===== config.mk =====
export PLATFORM = sky130hd
export DESIGN_NAME = mxv_sequencer
export DESIGN_NICKNAME = d
export VERILOG_FILES = /design/src/rtl/mxv_sequencer_pkg.sv /design/src/rtl/mxv_sequencer_seq_counter.sv /design/src/rtl/mxv_sequencer.sv
export SDC_FILE = /design/constraint.sdc
export NUM_CORES = 1
export LEC_CHECK = 0
export ABC_CLOCK_PERIOD_IN_PS = 5630
export CAP_MARGIN = 20
export CORE_MARGIN = 5
export CORE_UTILIZATION = 32
export CTS_BUF_LIST = sky130_fd_sc_hd__clkbuf_4 sky130_fd_sc_hd__clkbuf_8
export DETAILED_ROUTE_END_ITERATION = 10
export GPL_TIMING_DRIVEN = 0
export SYNTH_ARGS = -nofsm -noshare
export SYNTH_HDL_FRONTEND = slang
export SYNTH_HIERARCHICAL = 1
export SYNTH_SLANG_ARGS = --single-unit

===== constraint.sdc =====
create_clock -name clk -period 5.63 [get_ports clk]
set_clock_uncertainty 0.15 [all_clocks]
set_input_delay 1.4075 -clock clk [delete_from_list [all_inputs] [get_ports clk]]
set_output_delay 1.4075 -clock clk [all_outputs]
set_load 0.02 [all_outputs]

===== src/rtl/mxv_sequencer_pkg.sv =====
// Shared types and constants for the matrix-by-vector command sequencer.
// Holds the command opcodes, the FSM state encoding and the default sizes.
package mxv_sequencer_pkg;

    localparam int SEQ_MAX_N = 8;
    localparam int SEQ_DW    = 8;

    typedef logic [SEQ_DW-1:0] data_t;
    typedef logic [3:0]        nibble_t;

    typedef enum logic [1:0] {
        OP_SETN  = 2'd0,
        OP_LOADM = 2'd1,
        OP_LOADV = 2'd2,
        OP_RUN   = 2'd3
    } op_t;

    typedef enum logic [2:0] {
        IDLE,
        GET_N,
        LOAD_M,
        LOAD_V,
        RUN,
        WAIT_DONE,
        TX_REQ,
        TX_WAIT
    } seq_state_t;

endpackage


===== src/rtl/mxv_sequencer_seq_counter.sv =====
// Loadable up-counter with a terminal-count compare.
// hit reports that the increment applied this cycle lands on term.
module seq_counter #(
    parameter int W = 8
) (
    input  logic         clk,
    input  logic         rst,
    input  logic         load,
    input  logic [W-1:0] load_val,
    input  logic         inc,
    input  logic [W-1:0] term,
    output logic [W-1:0] cnt,
    output logic         hit
);

    logic [W-1:0] cnt_q, cnt_d;

    always_comb begin
        cnt_d = cnt_q;
        if (load) begin
            cnt_d = load_val;
        end else if (inc) begin
            cnt_d = cnt_q + W'(1);
        end
    end

    always_ff @(posedge clk) begin
        if (rst) begin
            cnt_q <= '0;
        end else begin
            cnt_q <= cnt_d;
        end
    end

    assign cnt = cnt_q;
    assign hit = ((cnt_q + W'(1)) == term);

endmodule


===== src/rtl/mxv_sequencer.sv =====
// Command-level sequencer: latches N, steers bytes into FIFO A/B, starts the
// processor array and drains the N results to the UART one row at a time.
module mxv_sequencer
    import mxv_sequencer_pkg::*;
#(
    parameter int MAX_N = SEQ_MAX_N,
    parameter int DW    = SEQ_DW
) (
    input  logic          clk,
    input  logic          rst,
    input  logic          cmd_valid,
    input  logic [1:0]    cmd_op,
    input  logic          byte_valid,
    input  logic [DW-1:0] byte_in,
    input  logic          full_A,
    input  logic          proc_done,
    input  logic          tx_busy,
    output logic [3:0]    N,
    output logic          push_A,
    output logic          push_B,
    output logic [DW-1:0] fifo_data,
    output logic          clear,
    output logic          proc_start,
    output logic [3:0]    res_sel,
    output logic          transmit,
    output logic          busy,
    output logic          err
);

    localparam nibble_t MAX_N_NIB = nibble_t'(MAX_N);

    seq_state_t    state_q, state_d;
    nibble_t       n_q, n_d, res_sel_q, res_sel_d;
    logic [DW-1:0] fifo_data_q, fifo_data_d;
    logic          push_a_q, push_a_d, push_b_q, push_b_d;
    logic          clear_q, clear_d, proc_start_q, proc_start_d;
    logic          transmit_q, transmit_d, err_q, err_d;
    logic          m_loaded_q, m_loaded_d, v_loaded_q, v_loaded_d;
    logic          rose_q, rose_d, guard_q, guard_d;

    // elem_cnt is 8 bits wide so MAX_N up to 15 (225 elements) cannot wrap
    logic [7:0] elem_cnt_unused, elem_term, nn;
    logic       elem_load, elem_inc, elem_hit;
    nibble_t    row, cand;
    logic       row_load, row_inc, row_hit, tx_done;

    assign nn   = {4'b0, n_q} * {4'b0, n_q};
    assign cand = byte_in[3:0];

    seq_counter #(.W(8)) u_elem_cnt (
        .clk      (clk),
        .rst      (rst),
        .load     (elem_load),
        .load_val (8'd0),
        .inc      (elem_inc),
        .term     (elem_term),
        .cnt      (elem_cnt_unused),
        .hit      (elem_hit)
    );

    seq_counter #(.W(4)) u_row_cnt (
        .clk      (clk),
        .rst      (rst),
        .load     (row_load),
        .load_val (4'd0),
        .inc      (row_inc),
        .term     (n_q),
        .cnt      (row),
        .hit      (row_hit)
    );

    always_comb begin
        state_d      = state_q;
        n_d          = n_q;
        fifo_data_d  = fifo_data_q;
        res_sel_d    = res_sel_q;
        push_a_d     = 1'b0;
        push_b_d     = 1'b0;
        clear_d      = 1'b0;
        proc_start_d = 1'b0;
        transmit_d   = 1'b0;
        err_d        = err_q;
        m_loaded_d   = m_loaded_q;
        v_loaded_d   = v_loaded_q;
        rose_d       = rose_q;
        guard_d      = guard_q;
        elem_load    = 1'b0;
        elem_inc     = 1'b0;
        row_load     = 1'b0;
        row_inc      = 1'b0;
        tx_done      = 1'b0;
        elem_term    = (state_q == LOAD_M) ? nn : {4'b0, n_q};

        case (state_q)
            IDLE: begin
                if (cmd_valid) begin
                    case (op_t'(cmd_op))
                        OP_SETN:  state_d = GET_N;
                        OP_LOADM: begin
                            state_d   = LOAD_M;
                            elem_load = 1'b1;
                        end
                        OP_LOADV: begin
                            state_d   = LOAD_V;
                            elem_load = 1'b1;
                        end
                        default: begin
                            if (m_loaded_q && v_loaded_q) begin
                                proc_start_d = 1'b1;
                                state_d      = RUN;
                            end else begin
                                err_d = 1'b1;
                            end
                        end
                    endcase
                end
            end
            GET_N: begin
                if (byte_valid) begin
                    state_d = IDLE;
                    if (cand != 4'd0 && cand <= MAX_N_NIB) begin
                        n_d        = cand;
                        clear_d    = 1'b1;
                        m_loaded_d = 1'b0;
                        v_loaded_d = 1'b0;
                        err_d      = 1'b0;
                    end else begin
                        err_d = 1'b1;
                    end
                end
            end
            LOAD_M, LOAD_V: begin
                if (byte_valid) begin
                    elem_inc    = 1'b1;
                    fifo_data_d = byte_in;
                    if (state_q == LOAD_V) begin
                        push_b_d = 1'b1;
                    end else if (full_A) begin
                        err_d = 1'b1;
                    end else begin
                        push_a_d = 1'b1;
                    end
                    if (elem_hit) begin
                        state_d = IDLE;
                        if (state_q == LOAD_M) m_loaded_d = 1'b1;
                        else                   v_loaded_d = 1'b1;
                    end
                end
            end
            RUN: state_d = WAIT_DONE;
            WAIT_DONE: begin
                if (proc_done) begin
                    row_load = 1'b1;
                    state_d  = TX_REQ;
                end
            end
            TX_REQ: begin
                if (!tx_busy) begin
                    res_sel_d  = row;
                    transmit_d = 1'b1;
                    rose_d     = 1'b0;
                    guard_d    = 1'b0;
                    state_d    = TX_WAIT;
                end
            end
            TX_WAIT: begin
                // A UART that never raises busy within two cycles is taken as done
                if (rose_q) begin
                    tx_done = !tx_busy;
                end else if (tx_busy) begin
                    rose_d = 1'b1;
                end else if (guard_q) begin
                    tx_done = 1'b1;
                end else begin
                    guard_d = 1'b1;
                end
                if (tx_done) begin
                    row_inc = 1'b1;
                    if (row_hit) begin
                        m_loaded_d = 1'b0;
                        v_loaded_d = 1'b0;
                        clear_d    = 1'b1;
                        state_d    = IDLE;
                    end else begin
                        state_d = TX_REQ;
                    end
                end
            end
            default: state_d = IDLE;
        endcase

        if (cmd_valid && state_q != IDLE) begin
            err_d = 1'b1;
        end
    end

    always_ff @(posedge clk) begin
        if (rst) begin
            state_q      <= IDLE;
            n_q          <= 4'd1;
            fifo_data_q  <= '0;
            res_sel_q    <= '0;
            push_a_q     <= 1'b0;
            push_b_q     <= 1'b0;
            clear_q      <= 1'b0;
            proc_start_q <= 1'b0;
            transmit_q   <= 1'b0;
            err_q        <= 1'b0;
            m_loaded_q   <= 1'b0;
            v_loaded_q   <= 1'b0;
            rose_q       <= 1'b0;
            guard_q      <= 1'b0;
        end else begin
            state_q      <= state_d;
            n_q          <= n_d;
            fifo_data_q  <= fifo_data_d;
            res_sel_q    <= res_sel_d;
            push_a_q     <= push_a_d;
            push_b_q     <= push_b_d;
            clear_q      <= clear_d;
            proc_start_q <= proc_start_d;
            transmit_q   <= transmit_d;
            err_q        <= err_d;
            m_loaded_q   <= m_loaded_d;
            v_loaded_q   <= v_loaded_d;
            rose_q       <= rose_d;
            guard_q      <= guard_d;
        end
    end

    assign N          = n_q;
    assign push_A     = push_a_q;
    assign push_B     = push_b_q;
    assign fifo_data  = fifo_data_q;
    assign clear      = clear_q;
    assign proc_start = proc_start_q;
    assign res_sel    = res_sel_q;
    assign transmit   = transmit_q;
    assign err        = err_q;
    assign busy       = (state_q != IDLE);

endmodule


Word level (Yosys, flattened, before mapping)
Index checks and enable logic that the tools add are counted.
{ "op_classes": {"addsub": 2, "mul": 1, "n_div": 0, "order_cmp": 1, "n_eq_ne": 32, "shift": 0, "muxes": 63, "bitwise": 6, "n_reduce_logical": 29} }
{ "ops": {"columns": ["operator", "count"], "rows": [
  ["$mux 1", 45],
  ["$reduce_and 8->1", 4],
  ["$mux 3", 9],
  ["$ne 2x2->1 const B", 13],
  ["$ne 3x3->1 const B", 7],
  ["$pmux 3 s7", 1],
  ["$eq 3x3->1 const B", 4],
  ["$reduce_or 2->1", 5],
  ["$pmux 1 s3", 3],
  ["$pmux 3 s3", 1],
  ["$add 8x1->8 const B", 1],
  ["$eq 8x8->1", 1],
  ["$mul 4x4->8", 1],
  ["$mux 8", 1],
  ["$reduce_bool 4->1", 2],
  ["$eq 3x2->1 const B", 2],
  ["$not 1->1", 6],
  ["$pmux 1 s2", 3],
  ["$reduce_and 2->1", 3],
  ["$reduce_bool 3->1", 2],
  ["$reduce_or 3->1", 2],
  ["$reduce_or 6->1", 1],
  ["$ne 5x2->1 const B", 1],
  ["$add 4x1->4 const B", 1],
  ["other kinds (13)", 15]
]} }
{ "totals": {"ff_bits": 41, "latchBits": 0, "mem_bits_rw": 0, "romBits": 0, "inputBits": 17, "word_cells": 150, "n_memories": 0} }

Depth between registers and ports, before layout
Gate-level depths: netlist (run 1).
{ "depth": {"depth_word": 6, "mapped_depth": 14, "mapped_depth_nobuf": 14} }

Modules after synthesis
The synthesis (run 1) kept the hierarchy.
{ "modules_own_cells": {"columns": ["mod", "n_inst", "cells_each", "area_per_inst_um2"], "rows": [
  ["mxv_sequencer", 1, 182, 1556.5],
  ["seq_counter at u_elem_cnt", 1, 85, 673.1],
  ["seq_counter at u_row_cnt", 1, 30, 266.5]
]} }

Worst setup path after synthesis (run 1)
Ideal clock, no wire load.
{ "synth_path": {"path_kind": "register to register", "from": "register n_q[1], in the netlist N[1]", "to": "register state_q[1]", "arrival_ps": 3263, "t_required_ps": 5357, "slack_ps": 2094, "stages_incl_launch_ff": 13, "n_path_buf": 0, "period_less_slack_ps": 3536, "cell_sequence": "dfxtp_1 -> and2_1 -> ha_1 -> a211o_1 -> and3_1 -> xnor2_2 -> or4_1 -> and4_4 -> a2111oi_2 -> nand2_1 -> a21oi_2 -> nand4_1 -> mux2_1"} }
{ "synth_via": {"elab_chain_cells": 5} }
{ "synth_lines": {"columns": ["item", "line", "text"], "rows": [
  ["start: declaration", "mxv_sequencer.sv:33", "nibble_t n_q, n_d, res_sel_q, res_sel_d;"],
  ["start signal: assignment", "mxv_sequencer.sv:215", "n_q <= n_d;"],
  ["$mul 4x4->8", "mxv_sequencer.sv:47", "assign nn = {4'b0, n_q} * {4'b0, n_q};"],
  ["$mux 8", "mxv_sequencer.sv:92", "elem_term = (state_q == LOAD_M) ? nn : {4'b0, n_q};"],
  ["via elem_term[7]", "mxv_sequencer.sv:42", "logic [7:0] elem_cnt_unused, elem_term, nn;"],
  ["$eq 8x8->1", "mxv_sequencer_seq_counter.sv:36", "assign hit = ((cnt_q + W'(1)) == term);"],
  ["via elem_hit", "mxv_sequencer.sv:43", "logic elem_load, elem_inc, elem_hit;"],
  ["$ne 2x2->1 (no source line)", null, null],
  ["$reduce_and 8->1 (no source line)", null, null],
  ["end signal: assignment", "mxv_sequencer.sv:214", "state_q <= state_d;"],
  ["end: declaration", "mxv_sequencer.sv:32", "seq_state_t state_q, state_d;"]
]} }
The timed path passes the listed nets, and every way through them passes these cells. The select of a mux whose other input is x is not followed.
A chain may end at the register's enable or synchronous reset.

Worst setup path after layout (run 1)
{ "layout_path": {"from": "register n_q[2], in the netlist N[2]", "to": "register state_q[1]"} }
Same word-level chain as after synthesis.

==> results of run 1 <==
==> worst max-delay path by stage <==
| stage | slack, ns | cells past startpoint | to |
|---|---|---|---|
| 3_5_place_dp | 1.85 | 12 | state_q[1]$_SDFFE_PP0P_ |
| 3_3_place_gp | 1.86 | 12 | state_q[1]$_SDFFE_PP0P_ |
| 4_1_cts | 1.83 | 12 | state_q[1]$_SDFFE_PP0P_ |
| 6_report | 1.84 | 12 | state_q[1]$_SDFFE_PP0P_ |
| 5_1_grt | 1.54 | 14 | state_q[1]$_SDFFE_PP0P_ |
| 2_1_floorplan | 2.09 | 12 | state_q[1]$_SDFFE_PP0P_ |
==> routing by layer <==
metal  vias to the layer above  global-route usage, %  routed length, um
li1                       1140                      -                  -
met1                      1009                   16.7               2880
met2                        17                   21.9               2930
met3                         2                   2.71                126
met4                         0                   2.00                 15
met5                         -                      0                  0
==> cell usage after synthesis (7+ instances only) <==
cell type / count
dfxtp_1: 41
nor2_1: 30
nand2_1: 25
a21oi_1: 15
xnor2_1: 14
inv_1: 13
mux2i_1: 13
xor2_1: 12
nand3_1: 11
nor2b_1: 11
ha_1: 8
clkbuf_1: 7
o21ai_0: 7
==> worst max-delay path: stages (launching register included) <==
cell       delay (ns)
dfxtp_1          0.52
and2_1           0.21
ha_1             0.27
a211o_1          0.30
and3_1           0.21
xnor2_2          0.16
or4_1            0.53
and4_4           0.18
a2111oi_2        0.32
nand2_1          0.12
a21oi_2          0.21
nand4_1          0.17
mux2_1           0.34
==> power by group through the flow <==
stage / clock network (W) / registers [W] / logic (W)
6_report: 0.000205 / 0.000376 / 0.000415
5_1_grt: 0.000229 / 0.000384 / 0.000462
4_1_cts: 0.000216 / 0.000377 / 0.000420
3_5_place_dp: 0 / 0.000383 / 0.000418
3_3_place_gp: 0 / 0.000383 / 0.000415
2_1_floorplan: 0 / 0.000386 / 0.000285
==> state kept, by name, indices dropped and copies added, names as in the netlist, 3 cells and up <==
name            flops
u_elem_cnt/cnt      8
N                   4
fifo_data           8
res_sel             4
state_q             3
u_row_cnt/cnt       4
==> cell families (layout without fill, tap and decap cells) <==
logic type,Yosys count,count (layout),synth area share [%]
AOI/OAI and AO/OA,49,49,13.6
xor gates and xnor gates,27,27,9.77
adders and majority gates,8,8,4.01
buffers and inverters,31,77,5.46
DFF,41,41,32.9
muxes,15,15,6.12
other,1,12,0.150
and+or+nand+nor,125,125,28.0
==> per-stage QoR <==
step / power, W / worst slack, ns / util, % / instances
3_5_place_dp: 0.000801 / 1.85 / 39.8 / 448
4_1_cts: 0.00101 / 1.83 / 41.1 / 456
6_report: 0.000996 / 1.84 / 41.1 / 456
5_1_grt: 0.00108 / 1.54 / 41.1 / 456
3_3_place_gp: 0.000798 / 1.86 / 39.8 / 448
2_1_floorplan: 0.000671 / 2.09 / - / 308
==> cell type report <==
class                      instances  area [um^2]  area share, %
multi-input combinational        236         1580           50.3
clock inverter                     3         25.0          0.797
timing repair buffer              38          380           12.1
buffer                            18         87.6           2.79
inverter                          13         48.8           1.55
clock buffer                       5         68.8           2.19
tap                              102          128           4.07
sequential                        41          821           26.1
==> impl_metrics.json, run 1 <==
{
  "power_leakage_nw": 1.21,
  "core_area_um2": 7650,
  "post_cts_hold_buffer_count": 0,
  "drt_first_pass_iters": 4,
  "syn_avg_cell_area_um2": 8.40,
  "std_cell_rows": 32,
  "post_cts.repair.setup_buffers": 0,
  "placed_cell_area_um2": 3050,
  "reg2reg_slack_ns": 1.84,
  "max_buffers_root_to_sink": 2,
  "antenna_cells": 0,
  "endpoint_kind": "flop",
  "ys_seq_area_share_pct": 32.9,
  "clk_latency_ns": 0.29,
  "global_route_wire_length_before_repair_mm": 10.4,
  "cp-startpoint": "N[2]$_SDFFE_PP0N_",
  "die_height_um": 98.3,
  "synth.ff_latch_count": 41,
  "largest_net_degree_at_the_start_of_global_routing": 16,
  "synth_edf_count": 0,
  "status": "complete, no violations",
  "post_synth_num_cell_types": 61,
  "worstPathRequired_ns": 5.67,
  "gr-total-overflow": 0,
  "post-dp-hpwl_mm": 4.52,
  "postLayoutCellArea_um2": 3140,
  "antenna_violations_before_repair": 0,
  "avgRoutedWirePerCell_um": 13.1,
  "final-max-slew-violation-count": 0,
  "cts_max_level": 2,
  "async_reset_ff_share_pct": 0,
  "detail_route.drc_violations": 0,
  "netlist_instances": 297,
  "crit_fanout": 9,
  "syn2layout_area_growth_pct": 25.8,
  "worst_r2r_endpoint": "state_q[1]$_SDFFE_PP0P_",
  "cp-start-kind": "flop",
  "period_share_pct": 67.2,
  "initial_utilization_pct": 32.6,
  "critical_path_class": "flop to flop",
  "synth.largest_area_cell": "dfxtp_1",
  "clock_power_share_pct": 20.6,
  "drtIter0Drc": 88,
  "n_fill_cell": 764,
  "netSwitchingPower_w": 0.000393,
  "route.vias.total": 2168,
  "achievable-frequency_mhz": 264,
  "power_switching_share_pct": 39.4,
  "global_route.usage.total_pct": 12.7,
  "sequentialPowerShare_pct": 37.7,
  "worstHoldPathCells": 2,
  "slew_headroom_pct": 64.1,
  "ant_nets": 0,
  "fin_tns_setup_ns": 0,
  "hold_violations": 0,
  "finalSetupViolations": 0,
  "die_area_um2": 9670,
  "tritoncts_clock_tree": "yes",
  "maxCapViolCount": 0,
  "pwr_density_nw_per_um2": 317,
  "num-nets-final": 378,
  "internal-power_w": 0.000603,
  "synth_flop_cell": "dfxtp_1",
  "max_slew.worst_pin.slew_ns": 0.538,
  "worst_r2r_src": "N[2]$_SDFFE_PP0N_",
  "ios": 40,
  "synthesis.area_um2": 2500,
  "postCtsResizedCells": 0,
  "power.ir.vdd_worst_mv": 0.123,
  "first_global_vias": 2154,
  "cts-root-buf": "clkbuf_8",
  "via_density": 4.75,
  "cts.sink_count": 41,
  "r2r.worst_path.cells": 12,
  "whs_ns": 0.310,
  "port_buffers": 38,
  "layout.cells.most_common": "dfxtp_1",
  "clkTransAtPathRegs_ns": 0.09,
  "leading_cell_types_in_the_layout_fill_and_taps_excluded": "41 x dfxtp_1, 38 x clkdlybuf4s50_1, 30 x nor2_1, 25 x nand2_1, 15 x a21oi_1",
  "min_delay_worst_endpoint": "fifo_data[5]$_SDFFE_PP0P_",
  "min-delay-path-class": "flop to flop",
  "ys_top_cells_by_area": "dfxtp_1 33%, mux2i_1 5.2%, xnor2_1 4.9%, nor2_1 4.5%, xor2_1 4.2%",
  "power_frac_comb_pct": 41.7,
  "hold_start": "fifo_data[5]$_SDFFE_PP0P_",
  "critical_path_arrival_ns": 3.82,
  "drt-total-wl_mm": 5.95,
  "unrepaired_setup_endpoints_after_global_routing": "no",
  "yosysWarningCount": 6,
  "gpl.final_weighted_congestion": 0.840,
  "post_route_cells_drive_above_1_share_pct": 8.76,
  "period_needed_ns": 3.79,
  "cts_buffers": 5,
  "synth_top_area_share_pct": 32.9,
  "dieWidth_um": 98.3
}
Power figures use the tool's default switching activity.
==> run 2: changes to the inputs <==
- ABC_CLOCK_PERIOD_IN_PS: 5630 -> 3900
- clock period: 5.63 -> 3.9 ns (I/O delays scaled with it)
==> run 2 against run 1 <==
- sequential power increased by 45%
- sequential share of layout area increased by 0.097 points
- clock-buffer cell count did not move
- wire length did not move
- critical path depth stayed put
- non-clock buffer count unchanged
- global-route usage unchanged
- combinational power increased by 44%
- worst setup slack got worse by 1.6 ns
- sequential cell count stayed put
- critical endpoint unchanged
==> impl_metrics.json, run 2 (synthesis gave the netlist of run 1 again) <==
{
  "max_slew.worst_pin.slew_ns": 0.517,
  "leading_cell_types_in_the_layout_fill_and_taps_excluded": "38 x clkdlybuf4s50_1, 37 x dfxtp_1, 29 x nor2_1, 25 x nand2_1, 15 x a21oi_1",
  "maxCapViolCount": 0,
  "antenna_violations_before_repair": 0,
  "dieWidth_um": 98.3,
  "instances_no_fill": 456,
  "post_cts.repair.setup_buffers": 0,
  "clkTransAtPathRegs_ns": 0.10,
  "antenna_cells": 0,
  "tritoncts_clock_tree": "yes",
  "avgRoutedWirePerCell_um": 13.1,
  "status": "complete, no violations",
  "die_height_um": 98.3,
  "min-delay-path-class": "flop to flop",
  "pwr_density_nw_per_um2": 458,
  "endpoint_kind": "flop",
  "die_area_um2": 9670,
  "cts_max_level": 2,
  "core_area_um2": 7650,
  "via_density": 4.76,
  "initial_utilization_pct": 32.6,
  "layout.cells.most_common": "clkdlybuf4s50_1",
  "global_route_wire_length_before_repair_mm": 10.4,
  "achievable-frequency_mhz": 271,
  "cts_buffers": 5,
  "detail_route.drc_violations": 0,
  "port_buffers": 38,
  "num-nets-final": 378,
  "route.vias.total": 2172,
  "unrepaired_setup_endpoints_after_global_routing": "no",
  "power_leakage_nw": 1.21,
  "placedCellCount": 448,
  "critical_path_class": "flop to flop",
  "cts.sink_count": 41,
  "clk_latency_ns": 0.30,
  "ios": 40,
  "largest_net_degree_at_the_start_of_global_routing": 16,
  "max_buffers_root_to_sink": 2,
  "ant_nets": 0,
  "global_route.usage.total_pct": 12.7,
  "drt_first_pass_iters": 4,
  "first_global_vias": 2154,
  "cp-start-kind": "flop",
  "gpl.final_weighted_congestion": 0.840,
  "cts-root-buf": "clkbuf_8",
  "period_share_pct": 94.6,
  "power.ir.vdd_worst_mv": 0.178,
  "std_cell_rows": 32,
  "fin_tns_setup_ns": 0,
  "gr-total-overflow": 0,
  "drt-total-wl_mm": 5.95,
  "worstPathRequired_ns": 3.94,
  "whs_ns": 0.310,
  "n_fill_cell": 762,
  "crit_fanout": 9,
  "hold_violations": 0,
  "final-max-slew-violation-count": 0,
  "post-dp-hpwl_mm": 4.52,
  "critical_path_arrival_ns": 3.73,
  "drtIter0Drc": 106,
  "syn2layout_area_growth_pct": 26.1,
  "period_needed_ns": 3.69,
  "finalSetupViolations": 0,
  "slew_headroom_pct": 65.5,
  "post_route_cells_drive_above_1_share_pct": 10.2
}
## run 2: cell counts in the layout (fill, tap and decap cells not counted)
No cell type changed its count.
## run 2: cell type report
class / count / area [um^2] / area share, %
plain buffers: 18 / 87.6 / 2.78
clock buffers: 5 / 68.8 / 2.19
clock inverters: 3 / 25.0 / 0.795
inverters: 13 / 48.8 / 1.55
multi-input cells: 236 / 1580 / 50.3
flip-flops and latches: 41 / 826 / 26.2
well taps: 102 / 128 / 4.06
repair buffers: 38 / 380 / 12.1
## run 2: timing repair
| action | CTS | global route |
|---|---|---|
| endpoints found under the setup margin | 0 | 3 |
| gates resized for setup | 0 | 5 |
| hold buffers | 0 | 0 |
## run 2: worst max-delay path: stages (launching register included)
cell and delay [ns]:
dfxtp_2 0.39, and2_1 0.19, ha_1 0.32, a211o_1 0.30, and3_1 0.21, xnor2_2 0.16
or4_1 0.53, and4_4 0.18, a2111oi_2 0.32, nand2_1 0.12, a21oi_2 0.21, nand4_1 0.17
mux2_1 0.34
## run 2: power by group
part	switching, W	total [W]	leakage [nW]	internal [W]
Sequential	0.0000649	0.000544	0.334	0.000479
Clock	0.000169	0.000299	0.0447	0.000130
Combinational	0.000336	0.000599	0.832	0.000264
Total	0.000570	0.00144	1.21	0.000872
## run 2: path summary, 6_finish.rpt
kind,from,to,slack (ns),cells after the start
worst max register to register,N[2]$_SDFFE_PP0N_,state_q[1]$_SDFFE_PP0P_,0.21,12
worst min-delay path,fifo_data[5]$_SDFFE_PP0P_,fifo_data[5]$_SDFFE_PP0P_,0.31,2
worst min register to register,fifo_data[5]$_SDFFE_PP0P_,fifo_data[5]$_SDFFE_PP0P_,0.31,2
worst max-delay path,N[2]$_SDFFE_PP0N_,state_q[1]$_SDFFE_PP0P_,0.21,12
## run 2: through the flow
stage	util, %	cell area [um^2]	total power (W)	setup WS, ns
finish	41.1	3150	0.00144	0.210
global route	41.1	3150	0.00155	0.0489
CTS	41.1	3140	0.00146	0.0995
detailed placement	39.8	3050	0.00116	0.120
global placement	39.8	3050	0.00115	0.127
floorplan	-	2540	0.000969	0.364
## run 2: routing by layer
layer / GRT usage (%) / vias to the layer above / share of wire (%)
met5: 0 / - / 0
met4: 2.00 / 0 / 0.25
met3: 2.71 / 2 / 3.1
met2: 21.9 / 27 / 49
met1: 16.7 / 1001 / 48
li1: - / 1142 / -
